<file path="src/rtl/doppler_ramp.sv">
// Linear doppler ramp generator: drives the NCO phase-increment word and enable.
// Define DOPPLER_RAMP_SAT_EN to clamp signed overflow and report it on sat.
module doppler_ramp #(
    parameter int FREQ_W     = 32,
    parameter int RATE_W     = 24,
    parameter int CNT_W      = 32,
    parameter int UPDATE_DIV = 1000
) (
    input  logic              clk,
    input  logic              rst,
    input  logic              cfg_valid,
    output logic              cfg_ready,
    input  logic [FREQ_W-1:0] cfg_freq,
    input  logic [RATE_W-1:0] cfg_rate,
    input  logic [CNT_W-1:0]  cfg_steps,
    input  logic              start,
    input  logic              abort,
    output logic [FREQ_W-1:0] freq,
    output logic              enable,
    output logic              busy,
    output logic              done,
    output logic              sat
);
    localparam int PRE_W = (UPDATE_DIV > 1) ? $clog2(UPDATE_DIV) : 1;
    localparam logic [PRE_W-1:0] PRE_LAST = PRE_W'(UPDATE_DIV - 1);

    typedef enum logic [1:0] {
        S_IDLE   = 2'd0,
        S_LOADED = 2'd1,
        S_RUN    = 2'd2,
        S_HOLD   = 2'd3
    } state_t;

    state_t              r_state, w_state;
    logic [FREQ_W-1:0]   r_freq, w_freq;
    logic                r_enable, w_enable;
    logic                r_busy, w_busy;
    logic                r_done, w_done;
    logic                r_sat, w_sat;
    logic                r_cfg_ready, w_cfg_ready;
    logic [FREQ_W-1:0]   r_sh_freq, w_sh_freq;
    logic [RATE_W-1:0]   r_sh_rate, w_sh_rate;
    logic [CNT_W-1:0]    r_sh_steps, w_sh_steps;
    logic [CNT_W-1:0]    r_cnt, w_cnt;
    logic [PRE_W-1:0]    r_pre, w_pre;

    logic                w_hs;
    logic [FREQ_W-1:0]   w_rate_ext;
    logic [FREQ_W-1:0]   w_step_freq;
    logic                w_ovf;

    assign w_hs       = cfg_valid & r_cfg_ready;
    assign w_rate_ext = {{(FREQ_W-RATE_W){r_sh_rate[RATE_W-1]}}, r_sh_rate};

`ifdef DOPPLER_RAMP_SAT_EN
    logic [FREQ_W:0] w_sum_g;
    // Guard bit exposes signed overflow; clamp towards the overflowing side.
    assign w_sum_g     = {r_freq[FREQ_W-1], r_freq} + {w_rate_ext[FREQ_W-1], w_rate_ext};
    assign w_ovf       = w_sum_g[FREQ_W] ^ w_sum_g[FREQ_W-1];
    assign w_step_freq = !w_ovf ? w_sum_g[FREQ_W-1:0] :
                         (w_sum_g[FREQ_W] ? {1'b1, {(FREQ_W-1){1'b0}}}
                                          : {1'b0, {(FREQ_W-1){1'b1}}});
`else
    assign w_step_freq = r_freq + w_rate_ext;
    assign w_ovf       = 1'b0;
`endif

    // Next-state and next-output logic for the ramp controller.
    always_comb begin
        w_state    = r_state;
        w_freq     = r_freq;
        w_enable   = r_enable;
        w_busy     = r_busy;
        w_done     = 1'b0;
        w_sat      = r_sat;
        w_sh_freq  = r_sh_freq;
        w_sh_rate  = r_sh_rate;
        w_sh_steps = r_sh_steps;
        w_cnt      = r_cnt;
        w_pre      = r_pre;
        if (abort) begin
            w_state    = S_IDLE;
            w_freq     = {FREQ_W{1'b0}};
            w_enable   = 1'b0;
            w_busy     = 1'b0;
            w_sat      = 1'b0;
            w_sh_freq  = {FREQ_W{1'b0}};
            w_sh_rate  = {RATE_W{1'b0}};
            w_sh_steps = {CNT_W{1'b0}};
            w_cnt      = {CNT_W{1'b0}};
            w_pre      = {PRE_W{1'b0}};
        end else begin
            case (r_state)
                S_IDLE: begin
                    if (w_hs) begin
                        w_sh_freq  = cfg_freq;
                        w_sh_rate  = cfg_rate;
                        w_sh_steps = cfg_steps;
                        w_state    = S_LOADED;
                    end else begin
                        w_state = S_IDLE;
                    end
                end
                S_LOADED: begin
                    if (start) begin
                        w_freq   = r_sh_freq;
                        w_enable = 1'b1;
                        w_cnt    = r_sh_steps;
                        w_pre    = {PRE_W{1'b0}};
                        if (r_sh_steps == {CNT_W{1'b0}}) begin
                            w_state = S_HOLD;
                            w_done  = 1'b1;
                            w_busy  = 1'b0;
                        end else begin
                            w_state = S_RUN;
                            w_busy  = 1'b1;
                        end
                    end else if (w_hs) begin
                        w_sh_freq  = cfg_freq;
                        w_sh_rate  = cfg_rate;
                        w_sh_steps = cfg_steps;
                    end else begin
                        w_state = S_LOADED;
                    end
                end
                S_RUN: begin
                    if (r_pre == PRE_LAST) begin
                        w_pre  = {PRE_W{1'b0}};
                        w_freq = w_step_freq;
                        w_cnt  = r_cnt - CNT_W'(1);
                        w_sat  = r_sat | w_ovf;
                        if (r_cnt == CNT_W'(1)) begin
                            w_state = S_HOLD;
                            w_done  = 1'b1;
                            w_busy  = 1'b0;
                        end else begin
                            w_state = S_RUN;
                        end
                    end else begin
                        w_pre = r_pre + PRE_W'(1);
                    end
                end
                S_HOLD: begin
                    // Reload without dropping enable keeps the NCO phase continuous.
                    if (w_hs) begin
                        w_sh_freq  = cfg_freq;
                        w_sh_rate  = cfg_rate;
                        w_sh_steps = cfg_steps;
                        w_freq     = cfg_freq;
                        w_cnt      = cfg_steps;
                        w_pre      = {PRE_W{1'b0}};
                        if (cfg_steps == {CNT_W{1'b0}}) begin
                            w_done = 1'b1;
                            w_busy = 1'b0;
                        end else begin
                            w_state = S_RUN;
                            w_busy  = 1'b1;
                        end
                    end else begin
                        w_state = S_HOLD;
                    end
                end
                default: begin
                    w_state  = S_IDLE;
                    w_freq   = {FREQ_W{1'b0}};
                    w_enable = 1'b0;
                    w_busy   = 1'b0;
                end
            endcase
        end
        w_cfg_ready = (w_state != S_RUN);
    end

    // State and output registers with synchronous reset.
    always_ff @(posedge clk) begin
        if (rst) begin
            r_state     <= S_IDLE;
            r_freq      <= {FREQ_W{1'b0}};
            r_enable    <= 1'b0;
            r_busy      <= 1'b0;
            r_done      <= 1'b0;
            r_sat       <= 1'b0;
            r_cfg_ready <= 1'b1;
            r_sh_freq   <= {FREQ_W{1'b0}};
            r_sh_rate   <= {RATE_W{1'b0}};
            r_sh_steps  <= {CNT_W{1'b0}};
            r_cnt       <= {CNT_W{1'b0}};
            r_pre       <= {PRE_W{1'b0}};
        end else begin
            r_state     <= w_state;
            r_freq      <= w_freq;
            r_enable    <= w_enable;
            r_busy      <= w_busy;
            r_done      <= w_done;
            r_sat       <= w_sat;
            r_cfg_ready <= w_cfg_ready;
            r_sh_freq   <= w_sh_freq;
            r_sh_rate   <= w_sh_rate;
            r_sh_steps  <= w_sh_steps;
            r_cnt       <= w_cnt;
            r_pre       <= w_pre;
        end
    end

    assign freq      = r_freq;
    assign enable    = r_enable;
    assign busy      = r_busy;
    assign done      = r_done;
    assign sat       = r_sat;
    assign cfg_ready = r_cfg_ready;
endmodule
</file>
<file path="config.mk">
export PLATFORM = sky130hd
export DESIGN_NAME = doppler_ramp
export DESIGN_NICKNAME = d
export VERILOG_FILES = /design/src/rtl/doppler_ramp.sv
export SDC_FILE = /design/constraint.sdc
export NUM_CORES = 1
export LEC_CHECK = 0
export ABC_AREA = 1
export BUFFER_PORTS_ARGS = -buffer_cell sky130_fd_sc_hd__buf_2
export CORE_MARGIN = 2
export CORE_UTILIZATION = 55
export CTS_BUF_LIST = sky130_fd_sc_hd__clkbuf_8
export DETAILED_ROUTE_END_ITERATION = 7
export PLACE_DENSITY_LB_ADDON = 0.3
export SYNTH_ARGS = -nofsm -noshare
export SYNTH_HDL_FRONTEND = slang
export SYNTH_SLANG_ARGS = --single-unit
</file>
<file path="constraint.sdc">
create_clock -name clk -period 5.4 [get_ports clk]
set_input_delay 0.54 -clock clk [delete_from_list [all_inputs] [get_ports clk]]
set_output_delay 0.54 -clock clk [all_outputs]
set_load 0.01 [all_outputs]
</file>
# [After elaboration in Yosys (flattened, before gate mapping)]
# Cells that the tools add are included.
[totals] register_bits=168 latch_bits=0 mem_bits_rw=0 rom_bits=0 inputBits=93 output_inout_bits=37 wordCells=83 memories=0
[op_classes] add_sub_neg=3 mul=0 div_mod_pow=0 magnitude_cmp=0 n_eq_ne=11 shift=0 n_mux=45 n_bitwise=1 reduce_logical=12
[op_table] op="2-to-1 mux 32 bit" n=10
[op_table] op="case mux 32 bit (3 select lines)" n=2
[op_table] op="case mux 32 bit (2 select lines)" n=2
[op_table] op="zero test 32 bit" n=2
[op_table] op="2-to-1 mux 24 bit" n=2
[op_table] op="case mux 24 bit (2 select lines)" n=1
[op_table] op="adder 32 bit" n=1
[op_table] op="equality test 32 x 1 -> 1 bit, second input constant" n=1
[op_table] op="subtractor 32 x 1 -> 32 bit, second input constant" n=1
[op_table] op="2-to-1 mux 10 bit" n=3
[op_table] op="case mux 10 bit (3 select lines)" n=1
[op_table] op="2-to-1 mux 1 bit" n=15
[op_table] op="2-to-1 mux 2 bit" n=6
[op_table] op="inequality test 2 bit, second input constant" n=6
[op_table] op="adder 10 x 1 -> 10 bit, second input constant" n=1
[op_table] op="equality test 10 bit, second input constant" n=1
[op_table] op="case mux 2 bit (4 select lines)" n=1
[op_table] op="case mux 1 bit (3 select lines)" n=2
[op_table] op="AND reduction 5 bit" n=1
[op_table] op="equality test 2 bit, second input constant" n=2
[op_table] op="AND reduction 2 bit" n=2
[op_table] op="AND reduction 4 bit" n=1
[op_table] op="OR reduction 2 bit" n=2
[op_table] op="AND reduction 3 bit" n=1
[op_table] op="5 further kinds" n=5

# [Depth between registers and ports, before layout]
# Gate-level depths: netlist of run 1.
[logic_depth] word_depth=6 depth_mapped=15 mapped_depth_nobuf=15

# [Worst setup path before layout of run 1]
# No wires, ideal clock.
[synth_timing] kind="register -> register" startpoint="reg r_freq[0] (netlist: freq[0])" endpoint="reg r_freq[24] (netlist: freq[24])" setup_time_ps=112 arrival_time_ps=1806 required_ps=5288 slack_ps=3482 stages_incl_launch_ff=16 path_buffers=0 synth_period_minus_slack_ps=1918 path_cell_list="dfxtp_1 -> ha_1 -> inv_1 -> fa_1 -> inv_1 -> nand3_1 -> nand3_1 -> nand2_1 -> nand2_1 -> nand2_1 -> nand3_1 -> nand2_1 -> nand3_1 -> nand2_1 -> nand2_1 -> nand2_1"
[synth_via] elab_chain_len=3
[synth_lines] item="start: declaration" line="35" text="logic [FREQ_W-1:0] r_freq, w_freq;"
[synth_lines] item="start signal: assignment" line="178" text="r_freq <= {FREQ_W{1'b0}};"
[synth_lines] item="start signal: assignment" line="191" text="r_freq <= w_freq;"
[synth_lines] item="adder 32 bit" line="64" text="assign w_step_freq = r_freq + w_rate_ext;"
[synth_lines] item="2-to-1 mux 32 bit" line="127" text="if (r_pre == PRE_LAST) begin"
[synth_lines] item="case mux 32 bit (3 select lines)" line="93" text="case (r_state)"
# Every way passes these cells. The select of a mux whose other input is x is not followed.
# A chain may end at the register's enable or synchronous reset.

# [Final worst setup path of run 1]
[layout_timing] startpoint="reg r_state[1]" endpoint="reg r_freq[24] (netlist: freq[24])"
[layout_via] elab_chain_len=3 elab_cells_between_ends=9 classes_between="6 x eq/ne; 1 x mux; 2 x reduce/logical"
[layout_lines] item="start: declaration" line="34" text="state_t r_state, w_state;"
[layout_lines] item="start signal: assignment" line="190" text="r_state <= w_state;"
[layout_lines] item="equality test 2 bit / equality test 2 x 1 -> 1 bit (equally long branches)" line="93"
[layout_lines] item="inequality test 2 bit (no source line) / nonzero test 3 bit (equally long branches)"
[layout_lines] item="AND reduction 4 bit (no source line)"
# Parallel ways exist; a longest one is shown, timed or not.

==> results.py, run 1 <==
metrics = {
    "critical_path": {
        "start_kind": "flop",
        "critical_path_depth": 9,
        "r2r-end": "freq[24]",
        "arrival_ns": 4.08,
        "slowest_stage": "dfxtp_1",
        "critPathLaunch": "r_state[1]",
        "crit_end": "freq[24]",
        "critPathBufInv": 2,
        "cp.required_ns": 5.76,
        "crit_family": "simple AND/OR/NAND/NOR gates",
        "crit_path_max_fanout": 62,
        "reg2reg_depth": 9,
        "timing.rr.start": "r_state[1]",
        "crit_chain": "nand2_4 > o21ai_4 > inv_2 > nand2_4 > inv_2 > nand2_2 > nor2_1 > nand2_1 > nand2_1",
        "cp-end-kind": "flop",
        "r2r_setup_slack_ns": 1.69,
        "cp_slowest_stage_delay_ns": 0.85,
        "critPathKind": "reg -> reg",
    },
    "clock_tree": {
        "cts_sinks": 168,
        "clockBufferDepth": 2,
        "postCtsSetupRepairBufs": 0,
        "cts_tree": "done",
        "root_buffer": "clkbuf_8",
        "ctsHoldBuffers": 0,
        "cts_buffers": 17,
        "ctsResizeCount": 0,
        "cts_htree_levels": 4,
        "clk_latency_ns": 0.48,
        "clk_pin_slew_ns": 0.10,
    },
    "grt": {
        "grt_pass1_wl_um": 48700,
        "grt_start_max_net_pins": 79,
        "grt_pass1_vias": 10032,
        "antenna_found_initial": 0,
        "grt-ovfl-total": 0,
        "grt.total_usage_pct": 29.8,
    },
    "final_layout": {
        "diodes": 0,
        "areaGrowthSynthToFinish_pct": 10.7,
        "fillers": 1837,
        "stdcell_area_um2": 11500,
        "drive_above_1_share_pct": 10.7,
        "final_common_cell": "nand2_1",
        "mostFrequentLayoutCells": "nand2_1 (386), inv_1 (252), nor2_1 (222), dfxtp_1 (168), o21ai_0 (159)",
        "final_util_pct": 61.7,
        "fin_nets": 1901,
    },
    "detailed_routing": {
        "dr.pass1.iters": 8,
        "wl_per_cell_um": 14.7,
        "totalWireLength_um": 29600,
        "drt_iter0_drc": 1132,
        "post-route-drc-count": 0,
        "num_vias": 10997,
        "postRouteAntennaNets": 0,
        "avgViaCountPerCell": 5.44,
    },
    "floorplan": {
        "fp.dieH_um": 141,
        "initial_core_util_pct": 55.7,
        "rows": 50,
        "die_width_um": 141,
        "ioPinCount": 130,
        "fp.coreArea_um2": 18600,
        "dieArea_um2": 20000,
    },
    "timing": {
        "maxSlewViolCount": 0,
        "tightest_slew_ns": 1.06,
        "post-route-period-util_pct": 68.8,
        "max_clock_freq_ghz": 0.269,
        "hold_viol_final": 0,
        "fin_skew_ns": 0.0164,
        "period_minus_slack_ns": 3.71,
        "setup_viol": 0,
        "relSlewSlack_pct": 29.4,
        "timing.setup.tns_ns": 0,
        "whs_ns": 0.279,
        "grt_setup_unrepaired": "false",
    },
    "synth": {
        "synth_cell_type_count": 41,
        "yosysSeqAreaShare_pct": 32.4,
        "syn_avg_cell_area_um2": 6.16,
        "synthesis.area_um2": 10400,
        "synth_top_area_share_pct": 32.4,
        "synth-seq-cells": 168,
        "postSynthCellCount": 1688,
        "synth_nets": 1816,
        "synthTopCellsByArea": "dfxtp_1 (32%), nand2_1 (14%), inv_1 (9.1%)",
        "synth_top_area_cell": "dfxtp_1",
        "yosys_warnings": 0,
    },
    "placed_design": {
        "place_area_um2": 11100,
        "dpl.hpwl_um": 21200,
        "place_congestion": 0.953,
        "io_buffers": 128,
    },
    "run_status": {
        "status": "complete, no violations",
    },
    "pwr": {
        "peakVddDrop_mv": 0.157,
        "power_density_nw_per_um2": 237,
        "cellLeakagePower_nw": 5.91,
        "power_mw": 2.73,
    },
    "min_path": {
        "hp-class": "in -> reg",
    },
    "job": {
        "drv_cap": 0,
    },
}
how the worst min path moves through the flow:
| stage | start | to | slack (ns) | cells past startpoint |
|---|---|---|---|---|
| after global placement | enable | enable | 0.49 | 2 |
| final | cfg_rate[4] | r_sh_rate[4] | 0.28 | 3 |
| after detailed placement | enable | enable | 0.49 | 2 |
| after CTS | cfg_rate[4] | r_sh_rate[4] | 0.27 | 3 |
| after floorplan | r_pre[1] | r_pre[1] | 0.46 | 2 |
| after global routing | rst | r_state[0] | 0.29 | 2 |
through the flow:
stage	cells	setup WS (ns)
2_1_floorplan	1688	3.48
3_3_place_gp	1988	1.89
3_5_place_dp	1988	1.77
4_1_cts	2020	1.77
5_1_grt	2020	1.37
6_report	2020	1.69
where the power goes:
part           switching (mW)  internal [mW]
Combinational           0.253          0.133
Sequential             0.0331           1.28
Clock                   0.509          0.521
logic make-up (layout without fill, tap and decap cells):
logic type	after synthesis	after routing	synth area share, %
and+or+nand+nor	782	782	31.5
AOI/OAI and AO/OA	370	370	18.9
xor gates and xnor gates	7	7	0.590
adders and majority gates	35	35	4.29
DFF	168	168	32.4
buffers and inverters	325	423	12.4
other	1	1	0.0361
routing by layer:
layer  vias up  routed length (µm)  global-route usage [%]
li1       5601                   -                       -
met1      4923               14000                    43.0
met2       432               12800                    46.2
met3        41                2350                    5.23
met4         0                 534                    7.79
met5         -                   0                       0
state kept, by name, indices dropped and copies added (netlist names):
| register | flops |
|---|---|
| freq | 32 |
| r_state | 2 |
| r_sh_rate | 24 |
| r_sh_freq | 32 |
| enable | 1 |
| done | 1 |
| r_pre | 10 |
| r_sh_steps | 32 |
| cfg_ready | 1 |
| r_cnt | 32 |
| busy | 1 |
synth_stat cells:
| cell | number |
|---|---|
| xor2_1 | 6 |
| nand3_1 | 97 |
| a21o_1 | 5 |
| inv_2 | 6 |
| a21oi_1 | 133 |
| nor2_4 | 2 |
| nor3_1 | 16 |
| o21bai_1 | 1 |
| inv_1 | 251 |
| buf_6 | 4 |
| a211oi_1 | 4 |
| o21ai_0 | 159 |
| nor4_1 | 6 |
| clkbuf_1 | 41 |
| nand3b_1 | 6 |
| o31ai_1 | 1 |
| o211ai_1 | 3 |
| fa_1 | 1 |
| nand4_1 | 24 |
| or2_2 | 11 |
| nand2_4 | 2 |
| and2_1 | 1 |
| a221oi_1 | 4 |
| and3_1 | 2 |
| nand2_1 | 386 |
| nor4b_1 | 1 |
| o21ai_1 | 27 |
| nand2_2 | 2 |
| ha_1 | 34 |
| nor3b_1 | 2 |
| buf_4 | 2 |
| conb_1 | 1 |
| a31oi_1 | 4 |
| xnor2_1 | 1 |
| nor3_4 | 1 |
| o22ai_1 | 24 |
| o2111ai_1 | 4 |
| nor2_1 | 223 |
| o21ai_4 | 1 |
| buf_2 | 21 |
| dfxtp_1 | 168 |
cell type report:
class                      instances  area (µm²)  share of cell area [%]
inverter                         257         965                    8.39
sequential                       168        3360                    29.2
tap                              234         293                    2.55
clock inverter                    14         196                    1.71
clock buffer                      18         248                    2.15
multi-input combinational       1195        5750                    50.0
timing repair buffer             134         686                    5.96
worst reg2reg max path, delay by kind of cell, from the launching register on:
| family | cells | cell delay [ns] |
|---|---|---|
| flops | 1 | 0.85 |
| buf+inv | 2 | 0.76 |
| simple gates | 6 | 1.62 |
| compound gates | 1 | 0.37 |
(Power assumes the default switching activity.)
==> inputs of run 2 (changes only) <==
Settings changed: ABC_AREA 1 to 0, CORE_UTILIZATION 55 to 54.
Clock period 5.4 ns to 3.2 ns, I/O delays scaled along.
==> run 2 against run 1 <==
  * Cell count is 21% lower
  * Hold slack lost 0.20 ns
  * Die area down 7.9%
  * Flip-flop and latch count unchanged
  * Critical path depth increased by 3
  * Critical endpoint is now freq[22]
  * Non-clock buffer count is 16 higher
  * Register-to-register slack lost 1.5 ns
  * Area after synthesis is 9.8% lower
  * Power is 59% higher
==> results.py, run 2 <==
metrics = {
    "run_status": {
        "status": "complete, no violations",
    },
    "min_path": {
        "min_to": "r_sh_rate[12]",
        "hold_start": "cfg_rate[12]",
        "hp-class": "in -> reg",
        "min_path_cells": 3,
    },
    "synth": {
        "async_flop_share_pct": 0,
        "synth_cell_type_count": 62,
        "postSynthCellCount": 1282,
        "synth_top_area_share_pct": 35.9,
        "synthesis.area_um2": 9370,
        "synthTopCellsByArea": "dfxtp_1 (36%), nand2_1 (11%), a21oi_1 (10%)",
        "syn_avg_cell_area_um2": 7.31,
        "yosysSeqAreaShare_pct": 35.9,
        "yosys_warnings": 0,
        "synth_nets": 1410,
        "synth_common_cells": "nand2_1 (275), a21oi_1 (187), dfxtp_1 (168)",
        "synth.most_common_cell": "nand2_1",
        "synth-seq-cells": 168,
        "synth_top_area_cell": "dfxtp_1",
        "synth_edf_count": 0,
        "synth_ff_type": "dfxtp_1",
    },
    "critical_path": {
        "crit_path_max_fanout": 4,
        "reg2reg_depth": 12,
        "cp-end-kind": "flop",
        "crit_chain": "ha_2 > inv_1 > fa_1 > nor2b_2 > o31a_1 > o21a_1 > a31oi_2 > or4_4 > and3_1 > xor2_1 > o211a_1 > o31ai_1",
        "slowest_stage": "or4_4",
        "r2r-end": "freq[22]",
        "cp_slowest_stage_delay_ns": 0.54,
        "arrival_ns": 3.44,
        "timing.rr.start": "freq[0]",
        "r2r_setup_slack_ns": 0.14,
        "critPathKind": "reg -> reg",
        "start_kind": "flop",
        "cp.required_ns": 3.58,
    },
    "pwr": {
        "peakVddDrop_mv": 0.258,
        "power_density_nw_per_um2": 409,
        "cellLeakagePower_nw": 4.10,
    },
    "floorplan": {
        "die_width_um": 136,
        "fp.coreArea_um2": 17100,
        "initial_core_util_pct": 54.8,
        "rows": 48,
        "fp.dieH_um": 136,
        "ioPinCount": 130,
        "dieArea_um2": 18400,
    },
    "detailed_routing": {
        "postRouteAntennaNets": 0,
        "totalWireLength_um": 25500,
        "post-route-drc-count": 0,
        "wl_per_cell_um": 16.0,
        "dr.pass1.iters": 5,
        "avgViaCountPerCell": 5.95,
        "drt_iter0_drc": 871,
        "num_vias": 9508,
    },
    "final_layout": {
        "stdcell_area_um2": 10600,
        "drive_above_1_share_pct": 15.0,
        "areaGrowthSynthToFinish_pct": 13.5,
        "final_common_cell": "nand2_1",
        "fin_cells": 1597,
        "fin_nets": 1487,
        "mostFrequentLayoutCells": "nand2_1 (275), a21oi_1 (187), dfxtp_1 (165), buf_2 (128), nor2_1 (105)",
        "fillers": 1603,
        "diodes": 0,
    },
    "clock_tree": {
        "cts_tree": "done",
        "cts_htree_levels": 4,
        "clockBufferDepth": 2,
        "cts_sinks": 168,
        "clk_pin_slew_ns": 0.09,
        "root_buffer": "clkbuf_8",
        "clk_latency_ns": 0.47,
        "cts_buffers": 17,
    },
    "grt": {
        "antenna_found_initial": 0,
        "grt.total_usage_pct": 27.5,
        "grt_pass1_vias": 8601,
        "grt_start_max_net_pins": 79,
        "grt_pass1_wl_um": 41200,
        "grt-ovfl-total": 0,
    },
    "timing": {
        "post-route-period-util_pct": 95.5,
        "hold_viol_final": 0,
        "grt_setup_unrepaired": "false",
        "relSlewSlack_pct": 40.1,
        "fin_ws_ns": 0.144,
        "maxSlewViolCount": 0,
        "setup_viol": 0,
        "max_clock_freq_ghz": 0.327,
        "fin_skew_ns": 0.0120,
        "period_minus_slack_ns": 3.06,
        "tightest_slew_ns": 0.899,
        "timing.setup.tns_ns": 0,
    },
    "placed_design": {
        "place_area_um2": 10200,
        "io_buffers": 128,
        "dpl.hpwl_um": 17100,
        "place_congestion": 0.912,
        "pre_cts_slack_ns": 0.0586,
        "dp.cells": 1563,
    },
    "job": {
        "drv_cap": 0,
    },
}
[run 2: changes by cell type in the layout (fill, tap and decap cells not counted), sizes merged, moves of 27 or more]
cell	change
a211oi	+27
a21oi	+54
inv	-240
nand2	-114
nand3	-82
nor2	-119
nor4	+28
o211ai	+44
o21ai	-112
[run 2: repair_timing]
item | in CTS | in global routing
setup buffers | 0 | 2
setup endpoints to repair | 0 | 5
hold buffers | 0 | 0
hold endpoints to repair | 0 | 0
gates resized for setup | 0 | 7
[run 2: worst max-delay path: cells and delay by family (launching register included)]
family,cells,cell delay (ns)
buffers and inverters,1,0.05
AOI/OAI and AO/OA,5,0.95
and+or+nand+nor,3,0.89
xor gates and xnor gates,1,0.14
DFF,1,0.36
adders and majority gates,2,0.58
[run 2: layout make-up]
class	count	area, µm²	share of cell area [%]
clock inverters	15	186	1.75
repair buffers	150	856	8.04
clock buffers	17	234	2.20
well taps	225	282	2.65
multi-input cells	1005	5650	53.1
inverters	17	63.8	0.600
flip-flops and latches	168	3370	31.7
[run 2: how the worst max path moves through the flow]
| stage | slack, ns | cells after the start | startpoint | endpoint |
|---|---|---|---|---|
| floorplan | 0.26 | 12 | freq[0] | freq[26] |
| global placement | 0.16 | 12 | freq[0] | freq[26] |
| detailed placement | 0.06 | 12 | freq[0] | freq[22] |
| CTS | 0.003 | 12 | freq[0] | freq[22] |
| global route | 0.008 | 12 | freq[0] | freq[22] |
| finish | 0.14 | 12 | freq[0] | freq[22] |
[run 2: power by group]
| group | internal (mW) | switching [mW] | leakage, nW |
|---|---|---|---|
| sequential | 2.13 | 0.0370 | 1.36 |
| clock | 0.840 | 0.800 | 0.216 |
| combinational | 0.191 | 0.354 | 2.52 |
[run 2: kinds of logic (layout without fill, tap and decap cells)]
family	after synthesis	after routing	synth area share, %
compound gates	411	411	26.1
flops	168	168	35.9
fa+ha+maj	35	35	4.75
other cells	1	1	0.0400
mux	14	14	1.51
xor+xnor	35	35	3.27
simple gates	509	509	24.0
buf+inv	109	199	4.40
[run 2: metrics by stage]
step                      hold WS, ns  total power, mW  util, %
after CTS                      0.0614             4.38     61.9
after floorplan                 0.432             2.56        -
after detailed placement        0.443             2.76     59.5
after global routing           0.0641             4.52     62.2
final                          0.0828             4.35     62.2
after global placement          0.438             2.75     59.5
[run 2: per-layer routing]
metal / up-vias / part of all wire (%) / wire length [µm] / track usage [%]
li1: 4691 / - / - / -
met1: 4443 / 46 / 11800 / 38.0
met2: 345 / 45 / 11600 / 43.4
met3: 29 / 7.0 / 1800 / 5.57
met4: 0 / 1.4 / 346 / 8.04
met5: - / 0 / 0 / 0
==> inputs of run 3 (changes only) <==
Settings changed: MAX_ROUTING_LAYER from default to met4.
==> run 3 against run 2 <==
  * Largest cell class unchanged
  * Critical path depth did not move
  * Power fell by 4.0%
  * Clock power fell by 11%
  * Highest routed layer unchanged
  * Design area fell by 0.35%
==> results.py, run 3 (same netlist as run 2, synthesis figures left out) <==
metrics = {
    "timing": {
        "hold_viol_final": 0,
        "relSlewSlack_pct": 42.6,
        "maxSlewViolCount": 0,
        "fin_skew_ns": 0.0174,
        "tightest_slew_ns": 0.861,
        "max_clock_freq_ghz": 0.328,
        "setup_viol": 0,
        "period_minus_slack_ns": 3.05,
        "grt_setup_unrepaired": "false",
        "post-route-period-util_pct": 95.2,
        "fin_ws_ns": 0.152,
        "timing.setup.tns_ns": 0,
    },
    "floorplan": {
        "initial_core_util_pct": 54.8,
        "fp.dieH_um": 136,
        "fp.coreArea_um2": 17100,
        "die_width_um": 136,
        "ioPinCount": 130,
        "rows": 48,
        "dieArea_um2": 18400,
    },
    "critical_path": {
        "slowest_stage": "or4_4",
        "critical_path_depth": 12,
        "arrival_ns": 3.46,
        "critPathKind": "reg -> reg",
        "critPathLaunch": "freq[0]",
        "reg2reg_depth": 12,
        "start_kind": "flop",
        "cp.required_ns": 3.61,
        "crit_chain": "ha_1 > inv_1 > fa_1 > nor2b_2 > o31a_1 > o21a_1 > a31oi_1 > or4_4 > a31o_2 > a21o_1 > a21o_1 > a31oi_1",
        "critPathBufInv": 1,
        "cp_slowest_stage_delay_ns": 0.57,
        "crit_path_max_fanout": 3,
        "crit_family": "compound AO/OA/AOI/OAI gates",
        "timing.rr.start": "freq[0]",
        "cp-end-kind": "flop",
    },
    "final_layout": {
        "areaGrowthSynthToFinish_pct": 13.1,
        "mostFrequentLayoutCells": "nand2_1 (275), a21oi_1 (187), dfxtp_1 (166), buf_2 (128), nor2_1 (105)",
        "fin_nets": 1489,
        "regArea_um2": 3370,
        "drive_above_1_share_pct": 15.1,
        "fillers": 1564,
        "diodes": 0,
        "final_common_cell": "nand2_1",
        "multi_input_area_um2": 5630,
        "final_util_pct": 61.9,
    },
    "grt": {
        "grt_pass1_vias": 8407,
        "antenna_found_initial": 0,
        "grt-ovfl-total": 0,
        "grt_pass1_wl_um": 41800,
        "grt_start_max_net_pins": 79,
        "grt.total_usage_pct": 28.9,
    },
    "detailed_routing": {
        "post-route-drc-count": 0,
        "wl_per_cell_um": 15.9,
        "dr.pass1.iters": 5,
        "drt_iter0_drc": 817,
        "num_vias": 9442,
        "postRouteAntennaNets": 0,
        "avgViaCountPerCell": 5.90,
        "totalWireLength_um": 25500,
    },
    "min_path": {
        "hold_start": "cfg_rate[14]",
        "min_path_cells": 3,
        "hp-class": "in -> reg",
    },
    "placed_design": {
        "pre_cts_slack_ns": 0.0712,
        "place_congestion": 0.938,
        "dpl.hpwl_um": 17200,
        "io_buffers": 128,
    },
    "job": {
        "drv_cap": 0,
    },
    "clock_tree": {
        "clk_pin_slew_ns": 0.10,
        "root_buffer": "clkbuf_8",
        "clk_latency_ns": 0.49,
        "cts_htree_levels": 4,
        "cts_tree": "done",
        "clockBufferDepth": 2,
        "cts_buffers": 17,
        "cts_sinks": 168,
    },
    "run_status": {
        "status": "complete, no violations",
    },
    "pwr": {
        "peakVddDrop_mv": 0.330,
        "cellLeakagePower_nw": 4.08,
        "power_density_nw_per_um2": 395,
    },
}
==> run 3: cell count changes in the layout (fill, tap and decap cells not counted), sizes merged <==
| cell | delta |
|---|---|
| inv | +3 |
| clkinv | -1 |
| clkbuf | +2 |
| bufinv | -4 |
| buf | +2 |
==> run 3: worst reg2reg max path, delay by kind of cell, from the launching register on <==
family                   cells  cell delay (ns)
AO/OA/AOI/OAI                7             1.22
AND/OR/NAND/NOR              2             0.73
adder cells (fa/ha/maj)      2             0.61
flip-flops                   1             0.36
buffers and inverters        1             0.06
==> run 3: per-stage QoR <==
stage | hold slack [ns] | area (µm²) | instances | total power [mW]
after floorplan | 0.432 | 9370 | 1282 | 2.56
after global placement | 0.438 | 10200 | 1566 | 2.75
after detailed placement | 0.445 | 10200 | 1566 | 2.76
after CTS | 0.0451 | 10600 | 1598 | 4.20
after global routing | 0.0302 | 10600 | 1599 | 4.38
final | 0.0591 | 10600 | 1599 | 4.18
==> run 3: timing repair <==
item,4_1_cts,5_1_grt
resized for setup,0,3
hold endpoints to repair,0,0
buffers inserted,0,1
hold buffers,0,0
setup endpoints to repair,0,4
==> run 3: cell type report <==
class                           count  area share, %
Tap cell                          225           2.66
Clock buffer                       19           2.47
Inverter                           17          0.602
Clock inverter                     13           1.03
Sequential cell                   168           31.8
Timing Repair Buffer              152           8.33
Multi-Input combinational cell   1005           53.1
==> run 3: power by group <==
group / switching, mW / internal (mW)
Combinational: 0.349 / 0.194
Sequential: 0.0422 / 2.13
Clock: 0.865 / 0.598
Total: 1.26 / 2.93
==> run 3: path summary, 6_finish.rpt <==
path                   end  slack [ns]
max reg2reg       freq[26]        0.15
max               freq[26]        0.15
min          r_sh_rate[14]        0.06
min reg2reg  r_sh_freq[17]        0.45
==> run 3: routing by layer <==
layer  up-vias  track usage, %  wire length, µm
met1      4369            40.8            12100
met2       328            42.7            11400
met4         0            7.64              305
met5         -               -                0
li1       4718               -                -
met3        27            5.20             1690
